## src/rtl/pipe_mmio_datamem_if.sv

```systemverilog
//------------------------------------------------------------------------------
// Module : pipe_mmio_datamem_if
// Desc   : MEM-stage data bus between the CPU pipeline and the data memory.
// Rev    : 1.0
//------------------------------------------------------------------------------
`default_nettype none

interface pipe_mmio_datamem_if;
    logic [31:0] addr;
    logic [31:0] datain;
    logic        we;
    logic [31:0] dataout;

    modport master (output addr, output datain, output we, input dataout);
    modport slave  (input addr, input datain, input we, output dataout);
endinterface

`default_nettype wire

```

## src/rtl/pipe_mmio_datamem.sv

```systemverilog
//------------------------------------------------------------------------------
// Module : pipe_mmio_datamem
// Desc   : Word RAM plus IO window at 0xffffff00 (switches, keys, 7-seg, LEDs,
//          sticky key events). Define MMIO_TIMER_EN to add a timer at 0xffffffa0.
// Rev    : 1.0
//------------------------------------------------------------------------------
`default_nettype none

module pipe_mmio_datamem #(
    parameter int ADDR_BITS = 5,
    parameter int NUM_HEX   = 6,
    parameter int NUM_LED   = 10,
    parameter int NUM_SW    = 10,
    parameter int NUM_KEY   = 3
) (
    input  wire                    ram_clock,
    input  wire                    resetn,
    pipe_mmio_datamem_if.slave     bus,
    input  wire [NUM_SW-1:0]       sw,
    input  wire [NUM_KEY:1]        key,
    output logic [7*NUM_HEX-1:0]   hex,
    output logic [NUM_LED-1:0]     led
);

    localparam int         c_DEPTH    = 1 << ADDR_BITS;
    localparam logic [7:0] c_OFF_SW   = 8'h00;
    localparam logic [7:0] c_OFF_KEY  = 8'h10;
    localparam logic [7:0] c_OFF_LED  = 8'h80;
    localparam logic [7:0] c_OFF_EVT  = 8'h90;
`ifdef MMIO_TIMER_EN
    localparam logic [7:0] c_OFF_TMR  = 8'ha0;
`endif

    logic [31:0]          r_mem [0:c_DEPTH-1];
    logic [31:0]          r_dataout;
    logic [NUM_SW-1:0]    r_sw_s1;
    logic [NUM_SW-1:0]    r_sw_s2;
    logic [NUM_KEY:1]     r_key_s1;
    logic [NUM_KEY:1]     r_key_s2;
    logic [NUM_KEY:1]     r_key_evt;
    logic [NUM_LED-1:0]   r_led;

    logic                 w_io_hit;
    logic                 w_ram_we;
    logic [ADDR_BITS-1:0] w_idx;
    logic                 w_sel_led;
    logic                 w_sel_evt;
    logic [NUM_KEY:1]     w_key_press;
    logic [NUM_KEY:1]     w_evt_clr;
    logic [NUM_KEY:1]     w_evt_next;
    logic [31:0]          w_rdata;

    assign w_io_hit  = (bus.addr[31:8] == 24'hffffff);
    assign w_ram_we  = bus.we & ~w_io_hit;
    assign w_idx     = bus.addr[ADDR_BITS+1:2];
    assign w_sel_led = w_io_hit && (bus.addr[7:0] == c_OFF_LED);
    assign w_sel_evt = w_io_hit && (bus.addr[7:0] == c_OFF_EVT);

    // A read clears exactly what it returned; a W1C write clears selected bits.
    // A press landing on the same edge is OR-ed in afterwards so it survives.
    assign w_key_press = r_key_s2 & ~r_key_s1;
    assign w_evt_clr   = ({NUM_KEY{w_sel_evt & ~bus.we}} & r_key_evt)
                       | ({NUM_KEY{w_sel_evt &  bus.we}} & bus.datain[NUM_KEY:1]);
    assign w_evt_next  = (r_key_evt & ~w_evt_clr) | w_key_press;

`ifdef MMIO_TIMER_EN
    logic [31:0] r_timer;
    logic        w_sel_tmr;

    assign w_sel_tmr = w_io_hit && (bus.addr[7:0] == c_OFF_TMR);

    always_ff @(posedge ram_clock or negedge resetn) begin
        if (!resetn) begin
            r_timer <= '0;
        end else if (w_sel_tmr && bus.we) begin
            r_timer <= bus.datain;
        end else begin
            r_timer <= r_timer + 32'd1;
        end
    end
`endif

    always_comb begin
        w_rdata = '0;
        if (!w_io_hit) begin
            w_rdata = r_mem[w_idx];
        end else begin
            case (bus.addr[7:0])
                c_OFF_SW:  w_rdata = 32'(r_sw_s2);
                c_OFF_KEY: w_rdata = 32'({r_key_s2, 1'b1});
                c_OFF_EVT: w_rdata = 32'({r_key_evt, 1'b0});
`ifdef MMIO_TIMER_EN
                c_OFF_TMR: w_rdata = r_timer;
`endif
                default:   w_rdata = '0;
            endcase
        end
    end

    // RAM has no reset; non-blocking update gives old-data on read-during-write.
    always_ff @(posedge ram_clock) begin
        if (w_ram_we) begin
            r_mem[w_idx] <= bus.datain;
        end
    end

    always_ff @(posedge ram_clock or negedge resetn) begin
        if (!resetn) begin
            r_dataout <= '0;
            r_sw_s1   <= '0;
            r_sw_s2   <= '0;
            r_key_s1  <= '1;
            r_key_s2  <= '1;
            r_key_evt <= '0;
            r_led     <= '0;
        end else begin
            r_dataout <= w_rdata;
            r_sw_s1   <= sw;
            r_sw_s2   <= r_sw_s1;
            r_key_s1  <= key;
            r_key_s2  <= r_key_s1;
            r_key_evt <= w_evt_next;
            if (w_sel_led && bus.we) begin
                r_led <= bus.datain[NUM_LED-1:0];
            end
        end
    end

    for (genvar gi = 0; gi < NUM_HEX; gi++) begin : g_hex
        localparam logic [7:0] c_OFF_HEX = 8'(32 + 16 * gi);
        logic [6:0] r_digit;

        always_ff @(posedge ram_clock or negedge resetn) begin
            if (!resetn) begin
                r_digit <= 7'h7f;
            end else if (w_io_hit && bus.we && (bus.addr[7:0] == c_OFF_HEX)) begin
                r_digit <= bus.datain[6:0];
            end
        end

        assign hex[7*gi +: 7] = r_digit;
    end

    assign led         = r_led;
    assign bus.dataout = r_dataout;

endmodule

`default_nettype wire

```

## src/flat_wrapper.sv

```systemverilog
// flat-port wrapper written by rule: the top's interface ports become plain ports
module pipe_mmio_datamem_flat 
#(
    parameter int ADDR_BITS = 5,
    parameter int NUM_HEX   = 6,
    parameter int NUM_LED   = 10,
    parameter int NUM_SW    = 10,
    parameter int NUM_KEY   = 3
)
  (ram_clock, resetn, sw, key, hex, led, bus_addr, bus_datain, bus_we, bus_dataout);
  pipe_mmio_datamem_if bus_i ();
  input  wire ram_clock;
  input  wire resetn;
  input  wire [NUM_SW-1:0] sw;
  input  wire [NUM_KEY:1] key;
  output logic [7*NUM_HEX-1:0] hex;
  output logic [NUM_LED-1:0] led;
  input wire logic [$bits(bus_i.addr)-1:0] bus_addr;
  input wire logic [$bits(bus_i.datain)-1:0] bus_datain;
  input wire logic [$bits(bus_i.we)-1:0] bus_we;
  output wire logic [$bits(bus_i.dataout)-1:0] bus_dataout;
  assign bus_i.addr = bus_addr;
  assign bus_i.datain = bus_datain;
  assign bus_i.we = bus_we;
  assign bus_dataout = bus_i.dataout;
  pipe_mmio_datamem #(.ADDR_BITS(ADDR_BITS), .NUM_HEX(NUM_HEX), .NUM_LED(NUM_LED), .NUM_SW(NUM_SW), .NUM_KEY(NUM_KEY)) u_core (.ram_clock(ram_clock), .resetn(resetn), .bus(bus_i), .sw(sw), .key(key), .hex(hex), .led(led));
endmodule
```

## config.mk

```make
export PLATFORM = sky130hd
export DESIGN_NAME = pipe_mmio_datamem_flat
export DESIGN_NICKNAME = d
export VERILOG_FILES = /design/src/rtl/pipe_mmio_datamem_if.sv /design/src/rtl/pipe_mmio_datamem.sv /design/src/flat_wrapper.sv
export SDC_FILE = /design/constraint.sdc
export NUM_CORES = 1
export LEC_CHECK = 0
export CAP_MARGIN = 15
export CORE_ASPECT_RATIO = 0.75
export CORE_MARGIN = 2
export CORE_UTILIZATION = 55
export DETAILED_ROUTE_END_ITERATION = 7
export GPL_TIMING_DRIVEN = 0
export PLACE_DENSITY = 0.73
export RECOVER_POWER = 50
export REMOVE_ABC_BUFFERS = 1
export SLEW_MARGIN = 40
export SYNTH_ARGS = -nofsm -noshare
export SYNTH_HDL_FRONTEND = slang
export SYNTH_SLANG_ARGS = --single-unit
```

## constraint.sdc

```tcl
create_clock -name ram_clock -period 2.2 [get_ports ram_clock]
set_input_delay 0.33 -clock ram_clock [delete_from_list [all_inputs] [get_ports ram_clock]]
set_output_delay 0.33 -clock ram_clock [all_outputs]
set_load 0.005 [all_outputs]
```

==> impl_metrics.tcl, run 1 <==
set metrics [dict create \
    chipWidth_um 326.7 \
    status "finished, violations left" \
    fp.dieArea_mm2 0.08037 \
    setup_slack_ps -206.0 \
    coreArea_mm2 0.07707 \
    fin_skew_ps 34.75 \
    vias 22910 \
    ant_nets 0 \
    fill_cells 4411 \
    dpl.hpwl_um 67470 \
    start_util_pct 55.73 \
    yosys.area.top_type "edfxtp_1" \
    drtPass1Iterations 5 \
    cp_top_family "buffers and inverters" \
    critical-path-slowest-cell "clkdlybuf4s50_1" \
    worstPathArrival_ps 2780 \
    fin_crit_sh_pct 109.4 \
    ir_worst_vdd_v 0.0006752 \
    period_needed_ps 2406 \
    rows 88 \
    place_congestion 0.7715 \
    grt-ovfl-total 0 \
    crit_start "bus_addr[14]" \
    final_util_pct 68.11 \
    grt_pass1_wl_um 168100 \
    rr_startpoint "u_core.r_mem[12][0]$_DFFE_PP_" \
    die_height_um 246.0 \
    clkLatencyLatePin_ps 710 \
    crit_buf_inv 7 \
    wl_um 123500 \
    clk_path_buf_depth 3 \
    power_density_mw_per_mm2 861.5 \
    antenna_found_initial 6 \
    synth_commonest_cells "1024 x edfxtp_1, 288 x mux4_2, 65 x dfrtp_1, 58 x mux2_2, 48 x dfstp_2" \
    synth_async_sr_flop_share_pct 9.938 \
    yosys.area.top_type_share_pct 71.59 \
    synth_edf_count 1024 \
    rsz0062_at_grt "true" \
    drc 0 \
    synth_area_leaders "edfxtp_1 72%, mux4_2 15%, dfrtp_1 3.8%" \
    grt_pass1_vias 23100 \
    numCtsBuffers 103 \
    synth.avg_cell_area_um2 23.58 \
    setup_viol 195 \
    r2r_setup_slack_ps 0 \
    ios 164 \
    drv_slew 365 \
    multi_input_area_mm2 0.009234 \
    cts_max_level 3 \
    failed_checks "capacitance limit, slew limit, setup timing" \
    p_leak_nw 17.42 \
    tightest_slew_ps 1833 \
    ys.flop_type "edfxtp_1" \
    ys_ff_latch 1137 \
    max-slew-margin-rel_pct -22.18 \
    area_delta_synth_final_pct 22.22 \
    wl_per_cell_um 36.75 \
    grt_max_degree 66 \
    ys_types 39 \
    nets 2313 \
    port_buffers 163 \
    hold_viol 0 \
    max_freq_mhz 415.6 \
    drive_gt1_share_pct 36.62 \
    critical_path_class "in -> reg" \
    hold_path_startpoint "sw[5]" \
    cap_viol_max_count 9 \
    synth_area_mm2 0.04295 \
    worstPathCellList "clkdlybuf4s50_1 -> nand4_1 -> nor4_4 -> buf_4 -> nand2_4 -> nand4_1 -> buf_4 -> buf_4 -> nor3_4 -> buf_6 -> buf_4 -> buf_4" \
    cpPeakStageDelay_ps 450 \
    synth-seq-area-share_pct 78.31 \
    clkTransAtPathRegs_ps 60 \
    synth_most_common_cell "edfxtp_1" \
    cp_max_fo 6 \
    ctsRootBufferMaster "clkbuf_16" \
    vias_per_cell 6.813 \
    end_kind "flop" \
    yosysWarnings 0 \
    worst_ep_required_time_ps 2580 \
    hold_class "in -> reg" \
    cp_common_cell "buf_4" \
    cts_tree "yes" \
    syn_inst 1822 \
    design_power_total_mw 45.23 \
    numClockSinks 1137 \
    cp-start-kind "input port" \
    first_iter_violations 3748 \
    regArea_mm2 0.03364 \
    grtUsageTotal_pct 29.77 \
]
[layer usage]
metal  wire [um]  up-vias  global-route usage (%)
met4        6576        2                   12.08
li1            -     8565                       -
met5          12        -                       0
met3       13300      442                   6.651
met2       60570     1966                   47.89
met1       43070    11930                   40.15
[where the power goes]
group	internal [mW]	switching, mW	leakage (nW)
clock	10.4	8.31	1.68
combinational	1.14	1.40	5.24
sequential	23.9	0.118	10.5
total	35.4	9.83	17.4
[placed cells by master, fill, tap and decap left out, types with 39 or more instances in the layout]
cell type	netlist	routed
clkbuf_1	38	45
dfrtp_1	65	65
dfstp_2	48	45
buf_4	9	111
clkbuf_16	0	105
clkdlybuf4s50_1	0	106
mux2i_1	42	41
mux2_2	58	58
buf_8	0	39
edfxtp_1	1024	1024
mux4_2	288	288
buf_16	0	53
[area by class of cell]
cell class / count / share of cell area (%)
clock inverters: 76 / 1.525
diodes: 6 / 0.02860
inverters: 5 / 0.04052
multi-input cells: 588 / 17.59
flip-flops and latches: 1137 / 64.07
repair buffers: 398 / 9.226
clock buffers: 117 / 5.050
well taps: 1035 / 2.467
[metrics by stage]
step | TNS (ps) | hold slack [ps] | setup slack [ps] | instance area (um^2) | instances
after global placement | - | 334.9 | -24020 | 45450 | 2928
after detailed placement | -1946050 | 305.9 | -2376 | 48160 | 3082
after global routing | -10240 | 181.7 | -176.5 | 52490 | 3360
after CTS | 0 | 45.21 | 0.4157 | 52330 | 3325
after floorplan | -1064650 | 34.41 | -1716 | 42530 | 1730
final | -9668 | 198.4 | -206.0 | 52500 | 3362
[sequential cells by signal, indices dropped and copies added, names as in the netlist]
name / flops
u_core.r_sw_s2: 10
u_core.bus.dataout: 32
u_core.g_hex.r_digit: 42
u_core.led: 10
u_core.r_key_s2: 3
u_core.r_key_evt: 3
u_core.r_mem: 1024
u_core.r_key_s1: 3
u_core.r_sw_s1: 10
[worst paths after layout]
| path | cells after the start | to |
|---|---|---|
| worst min-delay path | 1 | u_core.r_sw_s1[5]$_DFF_PN0_ |
| worst min register to register | 0 | u_core.r_sw_s2[6]$_DFF_PN0_ |
| worst max-delay path | 12 | u_core.r_mem[11][24]$_DFFE_PP_ |
| max in group asynchronous | 3 | u_core.g_hex[0].r_digit[4]$_DFFE_PN1P_ |
| min in group asynchronous | 2 | u_core.led[2]$_DFFE_PN0P_ |
| worst max register to register | 5 | u_core.bus.dataout[0]$_DFF_PN0_ |
[worst register-to-register path, cell delays in order (launching register included)]
cell and delay [ps]:
edfxtp_1 430, mux4_2 530, mux2i_1 600, a211oi_1 210
nand2_1 110, o211ai_1 160
[cell families after synthesis]
family / after synthesis / share of synthesized area [%]
AO/OA/AOI/OAI: 78 / 1.404
flip-flops: 1137 / 78.31
buffers and inverters: 97 / 1.043
AND/OR/NAND/NOR: 122 / 1.646
multiplexers: 388 / 17.60
[timing repair]
action / in CTS / in global routing
pin swaps: 24 / 13
setup buffers: 43 / 31
hold endpoints to repair: 48 / 0
gates cloned: 6 / 1
setup endpoints to repair: 1098 / 168
hold buffers: 1 / 0
resized for setup: 37 / 7
Power figures use the tool's default switching activity.
==> run 2: changes to the inputs <==
--- a/config.mk
+++ b/config.mk
@@ -10,6 +10,7 @@
 export CORE_MARGIN = 2
 export CORE_UTILIZATION = 55
 export DETAILED_ROUTE_END_ITERATION = 7
+export GPL_ROUTABILITY_DRIVEN = 1
 export GPL_TIMING_DRIVEN = 0
 export PLACE_DENSITY = 0.73
 export RECOVER_POWER = 50
==> results of run 2 <==
The final DEF is identical to that of run 1; final timing and power are the same.
